File: src/rtl/serial_full_subtractor.sv
// Bit-serial unsigned subtractor: one full-subtractor cell plus a registered borrow,
// processing one operand bit per clock, LSB first.
module serial_full_subtractor #(
  parameter int WIDTH = 8
) (
  input  logic             clk,
  input  logic             rst_n,
  input  logic             start,
  input  logic [WIDTH-1:0] a,
  input  logic [WIDTH-1:0] b,
  output logic             busy,
  output logic             done,
  output logic [WIDTH-1:0] diff,
  output logic             bout
);

  localparam int CW = (WIDTH > 1) ? $clog2(WIDTH) : 1;
  localparam logic [CW-1:0] LAST = CW'(WIDTH - 1);

  typedef enum logic [1:0] {S_IDLE, S_RUN, S_DONE} state_t;

  state_t           r_state;
  logic [WIDTH-1:0] r_sa;
  logic [WIDTH-1:0] r_sb;
  logic [WIDTH-1:0] r_diff;
  logic             r_br;
  logic [CW-1:0]    r_cnt;
  logic             r_bout;
  logic             r_busy;
  logic             r_done;

  logic w_d;
  logic w_br_next;

  assign w_d       = r_sa[0] ^ r_sb[0] ^ r_br;
  assign w_br_next = (~r_sa[0] & r_sb[0]) | (~(r_sa[0] ^ r_sb[0]) & r_br);

  // busy/done are registered alongside the state so they never glitch
  always_ff @(posedge clk or negedge rst_n) begin
    if (!rst_n) begin
      r_state <= S_IDLE;
      r_sa    <= '0;
      r_sb    <= '0;
      r_diff  <= '0;
      r_br    <= 1'b0;
      r_cnt   <= '0;
      r_bout  <= 1'b0;
      r_busy  <= 1'b0;
      r_done  <= 1'b0;
    end else begin
      case (r_state)
        S_IDLE: begin
          r_done <= 1'b0;
          if (start) begin
            r_sa    <= a;
            r_sb    <= b;
            r_br    <= 1'b0;
            r_cnt   <= '0;
            r_busy  <= 1'b1;
            r_state <= S_RUN;
          end
        end
        S_RUN: begin
          r_diff <= {w_d, r_diff[WIDTH-1:1]};
          r_br   <= w_br_next;
          r_sa   <= {1'b0, r_sa[WIDTH-1:1]};
          r_sb   <= {1'b0, r_sb[WIDTH-1:1]};
          if (r_cnt == LAST) begin
            r_bout  <= w_br_next;
            r_busy  <= 1'b0;
            r_done  <= 1'b1;
            r_state <= S_DONE;
          end else begin
            r_cnt <= r_cnt + CW'(1);
          end
        end
        S_DONE: begin
          r_done  <= 1'b0;
          r_state <= S_IDLE;
        end
        default: begin
          r_busy  <= 1'b0;
          r_done  <= 1'b0;
          r_state <= S_IDLE;
        end
      endcase
    end
  end

  assign busy = r_busy;
  assign done = r_done;
  assign diff = r_diff;
  assign bout = r_bout;

endmodule

File: config.mk
export PLATFORM = sky130hd
export DESIGN_NAME = serial_full_subtractor
export DESIGN_NICKNAME = d
export VERILOG_FILES = /design/src/rtl/serial_full_subtractor.sv
export SDC_FILE = /design/constraint.sdc
export NUM_CORES = 1
export LEC_CHECK = 0
export CORE_UTILIZATION = 30
export CTS_CLUSTER_SIZE = 10
export DETAILED_ROUTE_END_ITERATION = 10
export PLACE_DENSITY = 0.55
export SLEW_MARGIN = 20
export SYNTH_ARGS = -nofsm -noshare
export SYNTH_HDL_FRONTEND = slang
export SYNTH_SLANG_ARGS = --single-unit
File: constraint.sdc
create_clock -name clk -period 1.2 [get_ports clk]
set_input_delay 0.24 -clock clk [delete_from_list [all_inputs] [get_ports clk]]
set_output_delay 0.24 -clock clk [all_outputs]
set_load 0.1 [all_outputs]
; Word-level counts from Yosys, hierarchy flattened
; Index checks and enable logic that the tools add are counted.
[totals]
wordCells = 48
reg_bits = 33
in_bits = 19
[classes]
reduce_logical = 7
muxes = 17
addsub = 1
eq_ne = 6
bitwise = 8
[ops]
columns = cell, n
row1 = 8-bit one-hot mux with 2 select lines, 2
row2 = 8-bit 2-to-1 mux, 2
row3 = 3-bit 2-to-1 mux, 2
row4 = 2-bit != test (second input constant), 3
row5 = 3-bit one-hot mux with 2 select lines, 1
row6 = 2-bit AND reduction, 3
row7 = 3-bit AND reduction, 2
row8 = 1-bit 2-to-1 mux, 5
row9 = 2-bit 2-to-1 mux, 2
row10 = 2-bit one-hot mux with 2 select lines, 1
row11 = 3-bit by 1-bit adder with 3-bit output (second input constant), 1
row12 = 3-bit equality test (second input constant), 1
row13 = 1-bit inverter, 3
row14 = 1-bit one-hot mux with 3 select lines, 1
row15 = 1-bit AND, 2
row16 = 2-bit by 1-bit equality test with 1-bit output (second input constant), 1
row17 = 2-bit equality test (second input constant), 1
row18 = 2-bit zero test, 1
row19 = 1-bit one-hot mux with 2 select lines, 1
row20 = 2-bit nonzero test, 1
row21 = 1-bit XOR, 2
row22 = 1-bit OR, 1

; Depth between registers and ports, before layout
; Gate-level depths: netlist (run 1).
[logic_depth]
word_depth = 5
mapped_depth = 6
depth_no_buf = 5

; Worst setup path after synthesis (run 1)
; OpenSTA, ideal clock, no wires.
[synth_timing]
path_type = flip-flop to flip-flop
from = reg r_cnt[0]
to = reg r_cnt[0]
arrival_time_ps = 1258
slack_ps = -140
setup_time_ps = 83
n_path_buf = 1
stages_incl_launch_ff = 7
synth_period_minus_slack_ps = 1340
cell_sequence = dfrtp_1 > ha_1 > ha_1 > clkbuf_1 > nor3_1 > a21oi_1 > o21ai_0
[synth_via]
elab_chain_cells = 3
[synth_rtl]
columns = item, line
row1 = start: declaration, 27  ; logic [CW-1:0] r_cnt;
row2 = start signal: assignment, 74  ; r_cnt <= r_cnt + CW'(1);
row3 = 3-bit by 1-bit adder with 3-bit output or 3-bit equality test (tied branches), "74, 68"
row4 = 3-bit 2-to-1 mux or 2-bit != test (tied branches), -
row5 = 3-bit one-hot mux with 2 select lines or 3-bit AND reduction (tied branches), -
; Several ways; a longest one is shown, not always the timed one. The select of a mux whose other input is x is not followed.
; A chain may end at the register's enable or synchronous reset.

; Worst setup path after layout (run 1)
[layout_timing]
from = reg r_sb[0]
to = reg r_diff[7] (netlist: diff[7])
[layout_via]
elab_chain_cells = 2
[layout_rtl]
columns = item, line
row1 = start: declaration, 24  ; logic [WIDTH-1:0] r_sb;
row2 = start signal: assignment, 67  ; r_sb <= {1'b0, r_sb[WIDTH-1:1]};
row3 = 1-bit XOR (2 in a row), 35  ; assign w_d = r_sa[0] ^ r_sb[0] ^ r_br;
row4 = net w_d, 32  ; logic w_d;
row5 = end signal: assignment, 64  ; r_diff <= {w_d, r_diff[WIDTH-1:1]};
row6 = end: declaration, 25  ; logic [WIDTH-1:0] r_diff;
; The timed path passes the listed nets, and every way through them passes these cells.

==> results of run 1 <==
==> area by class of cell <==
cell class | instances | area, um2 | share of cell area
timing repair buffer | 50 | 576 | 0.260
tap | 52 | 65.1 | 0.0294
inverter | 6 | 26.3 | 0.0119
clock buffer | 8 | 90.1 | 0.0407
multi-input combinational | 81 | 617 | 0.279
sequential | 33 | 838 | 0.379
==> layout by cell type, fill, tap and decap left out, types with 7 or more instances in the layout <==
master	instances
dfrtp_1	23
clkdlybuf4s50_1	18
o22ai_1	10
dfrtp_2	10
a21oi_1	10
mux2_2	7
buf_4	17
buf_12	12
nor2_1	12
==> repair_timing <==
item | CTS | global route
buffers inserted | 3 | 3
pin swaps | 3 | 5
endpoints found under the setup margin | 27 | 28
gates resized for setup | 10 | 8
cloned | 0 | 0
==> per-stage QoR <==
step                utilization  TNS [ns]  total power (W)  instances
floorplan                     -   -0.0971          0.00468        128
detailed placement        0.449     -5.66          0.00614        216
global route              0.491    -0.568          0.00764        230
global placement          0.449     -4.22          0.00603        216
CTS                       0.480   -0.0555          0.00720        227
finish                    0.491   -0.0409          0.00724        230
==> critical path, delay by kind of cell, from the launching register on <==
kind,cells,cell delay (ns)
fa+ha+maj,1,0.39
flops,1,0.39
mux,1,0.27
buf+inv,1,0.06
==> routing by layer <==
| metal | vias up | GRT usage | wire, um | share of wire |
|---|---|---|---|---|
| met2 | 44 | 0.226 | 1490 | 0.47 |
| met5 | - | 0 | 0 | 0 |
| met1 | 537 | 0.177 | 1460 | 0.46 |
| met4 | 0 | 0.0588 | 59 | 0.019 |
| met3 | 6 | 0.0464 | 169 | 0.053 |
| li1 | 556 | - | - | - |
==> kinds of logic after synthesis <==
family / Yosys count
buf+inv: 14
compound gates: 37
flops: 33
fa+ha+maj: 3
mux: 8
simple gates: 33
==> sequential cells by signal (all words and copies together) (netlist names) <==
name	count
diff	8
r_sa	8
r_sb	8
r_cnt	3
r_state	2
bout	1
busy	1
done	1
r_br	1
==> power breakdown <==
group          switching (W)  total [W]  leakage, nW  internal [W]
combinational        0.00232    0.00422        0.509       0.00190
sequential          0.000476    0.00216        0.381       0.00168
clock               0.000393   0.000860       0.0455      0.000468
total                0.00319    0.00724        0.936       0.00405
==> final timing paths <==
check	cells after the start	endpoint	slack (ns)	start
min in group clk	1	r_sb[7]	0.52	r_sb[7]
worst max register to register	3	diff[7]	-0.03	r_sb[0]
worst max-delay path	3	diff[7]	-0.03	r_sb[0]
worst min-delay path	2	r_sb[0]	0.33	rst_n
worst min register to register	1	r_sb[7]	0.52	r_sb[7]
max in group asynchronous	2	diff[5]	0.68	rst_n
==> impl_metrics.env, run 1 <==
export IMPL_p_per_area_nw_per_um2=3270
export IMPL_routed_wl_um=3180
export IMPL_synthCells=128
export IMPL_floorplan_initialDensity=0.322
export IMPL_cts_buffer_depth=2
export IMPL_ys_seq_area_frac=0.568
export IMPL_place_area_um2=2020
export IMPL_gr_total_overflow=0
export IMPL_drive_gt1_frac=0.438
export IMPL_synth_adder_area_share=0.0310
export IMPL_route_detailed_drc=0
export IMPL_post_place_ws_ns=-0.316
export IMPL_power_leakage_nw=0.936
export IMPL_synthXorXnorAreaFrac=0
export IMPL_num_io_pins=30
export IMPL_synth_distinct_cells=28
export IMPL_area_growth_pct=52.3
export IMPL_achievable_frequency_mhz=812
export IMPL_fin_crit_sh=1.03
export IMPL_synthFlopType="dfrtp_1"
export IMPL_cp_cell_sequence="inv_2 -> fa_1 -> mux2_4"
export IMPL_via_per_inst=4.97
export IMPL_ir_worst_vdd_mv=1.27
export IMPL_die_w_um=71.6
export IMPL_fin_area_um2=2210
export IMPL_grt_pass1_wl_um=5530
export IMPL_routedWlPerCell_um=13.8
export IMPL_holdWs_ns=0.334
export IMPL_first_pass_iters=4
export IMPL_cp_slowest_cell="dfrtp_1"
export IMPL_clock_latency_ns=0.29
export IMPL_synth_compound_area_frac=0.177
export IMPL_tritoncts="yes"
export IMPL_synth_top_area_frac=0.568
export IMPL_syn_nets=150
export IMPL_path_class="reg2reg"
export IMPL_cp_required_ns=1.37
export IMPL_end_kind="flip-flop"
export IMPL_num_vias=1143
export IMPL_n_antenna_cell=0
export IMPL_cts_max_level=2
export IMPL_cts_root_buf="clkbuf_8"
export IMPL_synthMostInstantiatedCell="dfrtp_1"
export IMPL_rows=24
export IMPL_postRouteAntennaNets=0
export IMPL_ys_warn_count=0
export IMPL_first_global_vias=1150
export IMPL_fin_nets=199
export IMPL_holdCritPathClass="in2async"
export IMPL_dieHeight_um=71.6
export IMPL_ys_top_cells_by_area="dfrtp_1, mux2_2, o22ai_1"
export IMPL_port_buffers=29
export IMPL_start_kind="flip-flop"
export IMPL_synth_mux_area_frac=0.0620
export IMPL_status="finished with violations"
export IMPL_cts_hold_fix_buffers=0
export IMPL_fin_skew_ns=0.00794
export IMPL_gp_congestion=0.747
export IMPL_hpwl_um=2180
export IMPL_async_flop_share=1.00
export IMPL_yosys_area_share_simple=0.109
export IMPL_setup_viol=2
export IMPL_rsz0062_at_grt="yes"
export IMPL_synth_commonest_cells="dfrtp_1, nor2_1, a21oi_1"
export IMPL_yosys_register_bits=33
export IMPL_antenna_found_initial=0
export IMPL_post_synth_top_area_cell="dfrtp_1"
export IMPL_grt_total_usage=0.142
export IMPL_max_stage_delay_ns=0.39
export IMPL_slew_violations=0
export IMPL_fillers=419
export IMPL_cts_clk_slew_worst_paths_ns=0.07
export IMPL_synth_edf_count=0
export IMPL_cp_arrival_ns=1.40
export IMPL_die_area_um2=5120
export IMPL_coreArea_um2=4500
export IMPL_finalHoldViolCount=0
export IMPL_grt_max_degree=34
export IMPL_syn_area_um2=1450
export IMPL_max_cap_viol_count=0
export IMPL_cp_max_fo=2
export IMPL_synth_avg_cell_area_um2=11.3
export IMPL_cts_made_buffers=5
export IMPL_worst_slack_ns=-0.0314
export IMPL_tightest_slew_ns=0.228
export IMPL_drt_iter0_markers=66
export IMPL_maxSlewHeadroom=0.848
export IMPL_violations="negative setup slack"
export IMPL_synth_top_family_by_area="compound AO/OA/AOI/OAI gates"
export IMPL_fin_crit_ns=1.23
export IMPL_clock_sinks=33
No activity file was read; power rests on OpenSTA's default activity.
==> inputs of run 2 (changes only) <==
--- a/config.mk
+++ b/config.mk
@@ -5,10 +5,12 @@
 export SDC_FILE = /design/constraint.sdc
 export NUM_CORES = 1
 export LEC_CHECK = 0
-export CORE_UTILIZATION = 30
+export CELL_PAD_IN_SITES_DETAIL_PLACEMENT = 1
+export CELL_PAD_IN_SITES_GLOBAL_PLACEMENT = 2
+export CORE_UTILIZATION = 29
 export CTS_CLUSTER_SIZE = 10
 export DETAILED_ROUTE_END_ITERATION = 10
-export PLACE_DENSITY = 0.55
+export PLACE_DENSITY = 0.76
 export SLEW_MARGIN = 20
 export SYNTH_ARGS = -nofsm -noshare
 export SYNTH_HDL_FRONTEND = slang
==> run 2 against run 1 <==
Compared with the run above:
- the run still ends with negative setup slack left
- global-route usage increased by 2.7 points
- sequential share of layout area decreased by 5.2 points
- count of clock-buffer cells in the layout unchanged
- die area increased by 3.4%
- clock power down 0.5%
- cell count grew 13%
- via count increased by 12%
- critical path depth grew 2
- combinational power up 23%
- maximum frequency fell by 3.2%
- cell area rose by 16%
- worst setup slack got worse by 0.041 ns
==> impl_metrics.env, run 2 (synthesis gave the netlist of run 1 again) <==
export IMPL_routed_wl_um=4620
export IMPL_rsz0062_at_grt="yes"
export IMPL_slew_violations=0
export IMPL_rows=25
export IMPL_postRouteAntennaNets=0
export IMPL_fillers=483
export IMPL_floorplan_initialDensity=0.304
export IMPL_seq_area_um2=840
export IMPL_final_cells=259
export IMPL_achievable_frequency_mhz=786
export IMPL_gr_total_overflow=0
export IMPL_num_io_pins=30
export IMPL_reg2regPathDepth=5
export IMPL_die_area_um2=5300
export IMPL_worstSetupEndpoint="r_sb[0]"
export IMPL_path_class="reg2reg"
export IMPL_grt_max_degree=34
export IMPL_antenna_found_initial=0
export IMPL_fin_crit_sh=1.06
export IMPL_first_global_vias=1371
export IMPL_dieHeight_um=72.8
export IMPL_cts_max_level=2
export IMPL_holdCritPathClass="in2async"
export IMPL_cts_made_buffers=5
export IMPL_port_buffers=29
export IMPL_clock_sinks=33
export IMPL_layout_cells_most_common="buf_4"
export IMPL_route_detailed_drc=0
export IMPL_routedWlPerCell_um=17.8
export IMPL_cp_startpoint="r_state[0]"
export IMPL_maxSlewHeadroom=0.717
export IMPL_p_per_area_nw_per_um2=3240
export IMPL_ir_worst_vdd_mv=1.33
export IMPL_die_w_um=72.8
export IMPL_hpwl_um=2670
export IMPL_setup_viol=20
export IMPL_multiInputGateArea_um2=836
export IMPL_max_cap_viol_count=0
export IMPL_tightest_slew_ns=0.424
export IMPL_area_growth_pct=76.6
export IMPL_drt_iter0_markers=32
export IMPL_via_per_inst=4.96
export IMPL_cts_hold_fix_buffers=0
export IMPL_power_w=0.00831
export IMPL_first_pass_iters=4
export IMPL_cts_clk_slew_worst_paths_ns=0.07
export IMPL_grt_pass1_wl_um=6640
export IMPL_holdWs_ns=0.325
export IMPL_reg2reg_to="r_sb[0]"
export IMPL_violations="negative setup slack"
export IMPL_fin_crit_ns=1.27
export IMPL_status="finished with violations"
export IMPL_num_vias=1284
export IMPL_final_cell_mix="buf_4, dfrtp_1, clkdlybuf4s50_1"
export IMPL_cts_buffer_depth=2
export IMPL_n_antenna_cell=0
export IMPL_cp_max_fo=7
export IMPL_reg2reg_slack_ns=-0.07
export IMPL_fin_area_um2=2560
export IMPL_clock_latency_ns=0.28
export IMPL_grt_total_usage=0.168
export IMPL_r2r_start="r_state[0]"
export IMPL_gp_congestion=0.763
export IMPL_start_kind="flip-flop"
export IMPL_drive_gt1_frac=0.589
export IMPL_finalHoldViolCount=0
export IMPL_worst_slack_ns=-0.0719
export IMPL_fin_skew_ns=0.00859
export IMPL_power_leakage_nw=1.07
export IMPL_place_area_um2=2060
export IMPL_cp_arrival_ns=1.44
export IMPL_end_kind="flip-flop"
export IMPL_dp_cells=234
export IMPL_cp_required_ns=1.37
export IMPL_coreArea_um2=4790
export IMPL_cts_root_buf="clkbuf_8"
export IMPL_tritoncts="yes"
export IMPL_fin_nets=213
run 2: cell types whose count changed in the layout (fill, tap and decap cells not counted), sizes merged:
cell and delta:
buf +12, clkdlybuf4s50 -1, dlygate4sd2 +1, nand2b +1
o21ba +1
run 2: final cells by class:
| type | count | area share |
|---|---|---|
| clock buffers | 8 | 0.0351 |
| repair buffers | 62 | 0.269 |
| multi-input cells | 83 | 0.326 |
| flip-flops and latches | 33 | 0.327 |
| well taps | 67 | 0.0327 |
| inverters | 6 | 0.0102 |
run 2: what timing repair did:
item,CTS,global route
endpoints found under the hold margin,0,0
setup buffers,11,4
setup endpoints to repair,28,30
pin swaps,4,16
gates resized for setup,19,44
gates cloned,1,1
run 2: worst max-delay path, stage by stage, from the launching register on:
cell      delay [ns]
dfrtp_2         0.50
buf_6           0.17
nor2_4          0.10
buf_4           0.13
nand3b_1        0.12
o221a_4         0.14
run 2: routing by layer:
layer | wire (um) | global-route usage | vias to the layer above
met2 | 2550 | 0.302 | 21
met3 | 146 | 0.0345 | 6
met1 | 1890 | 0.200 | 671
met4 | 37 | 0.0566 | 0
li1 | - | - | 586
met5 | 0 | 0 | -
run 2: per-stage QoR:
stage          worst slack, ns   util  setup TNS, ns
6_report               -0.0719  0.536         -0.858
5_1_grt                 -0.121  0.536          -1.94
4_1_cts                -0.0751  0.484         -0.169
3_5_place_dp            -0.372  0.431          -6.69
3_3_place_gp            -0.274  0.431          -5.05
2_1_floorplan          -0.0486      -        -0.0971
run 2: power breakdown:
| part | leakage (nW) | internal [W] | switching, W | total (W) |
|---|---|---|---|---|
| clock network | 0.0455 | 0.000468 | 0.000389 | 0.000856 |
| registers | 0.380 | 0.00168 | 0.000593 | 0.00228 |
| logic | 0.643 | 0.00246 | 0.00272 | 0.00518 |
run 2: worst min-delay path by stage:
stage	slack, ns	endpoint
final	0.32	diff[7]
after global routing	0.34	r_sb[2]
after CTS	0.32	r_sb[6]
after detailed placement	0.50	r_sb[7]
after global placement	0.50	r_sb[7]
after floorplan	-0.06	bout
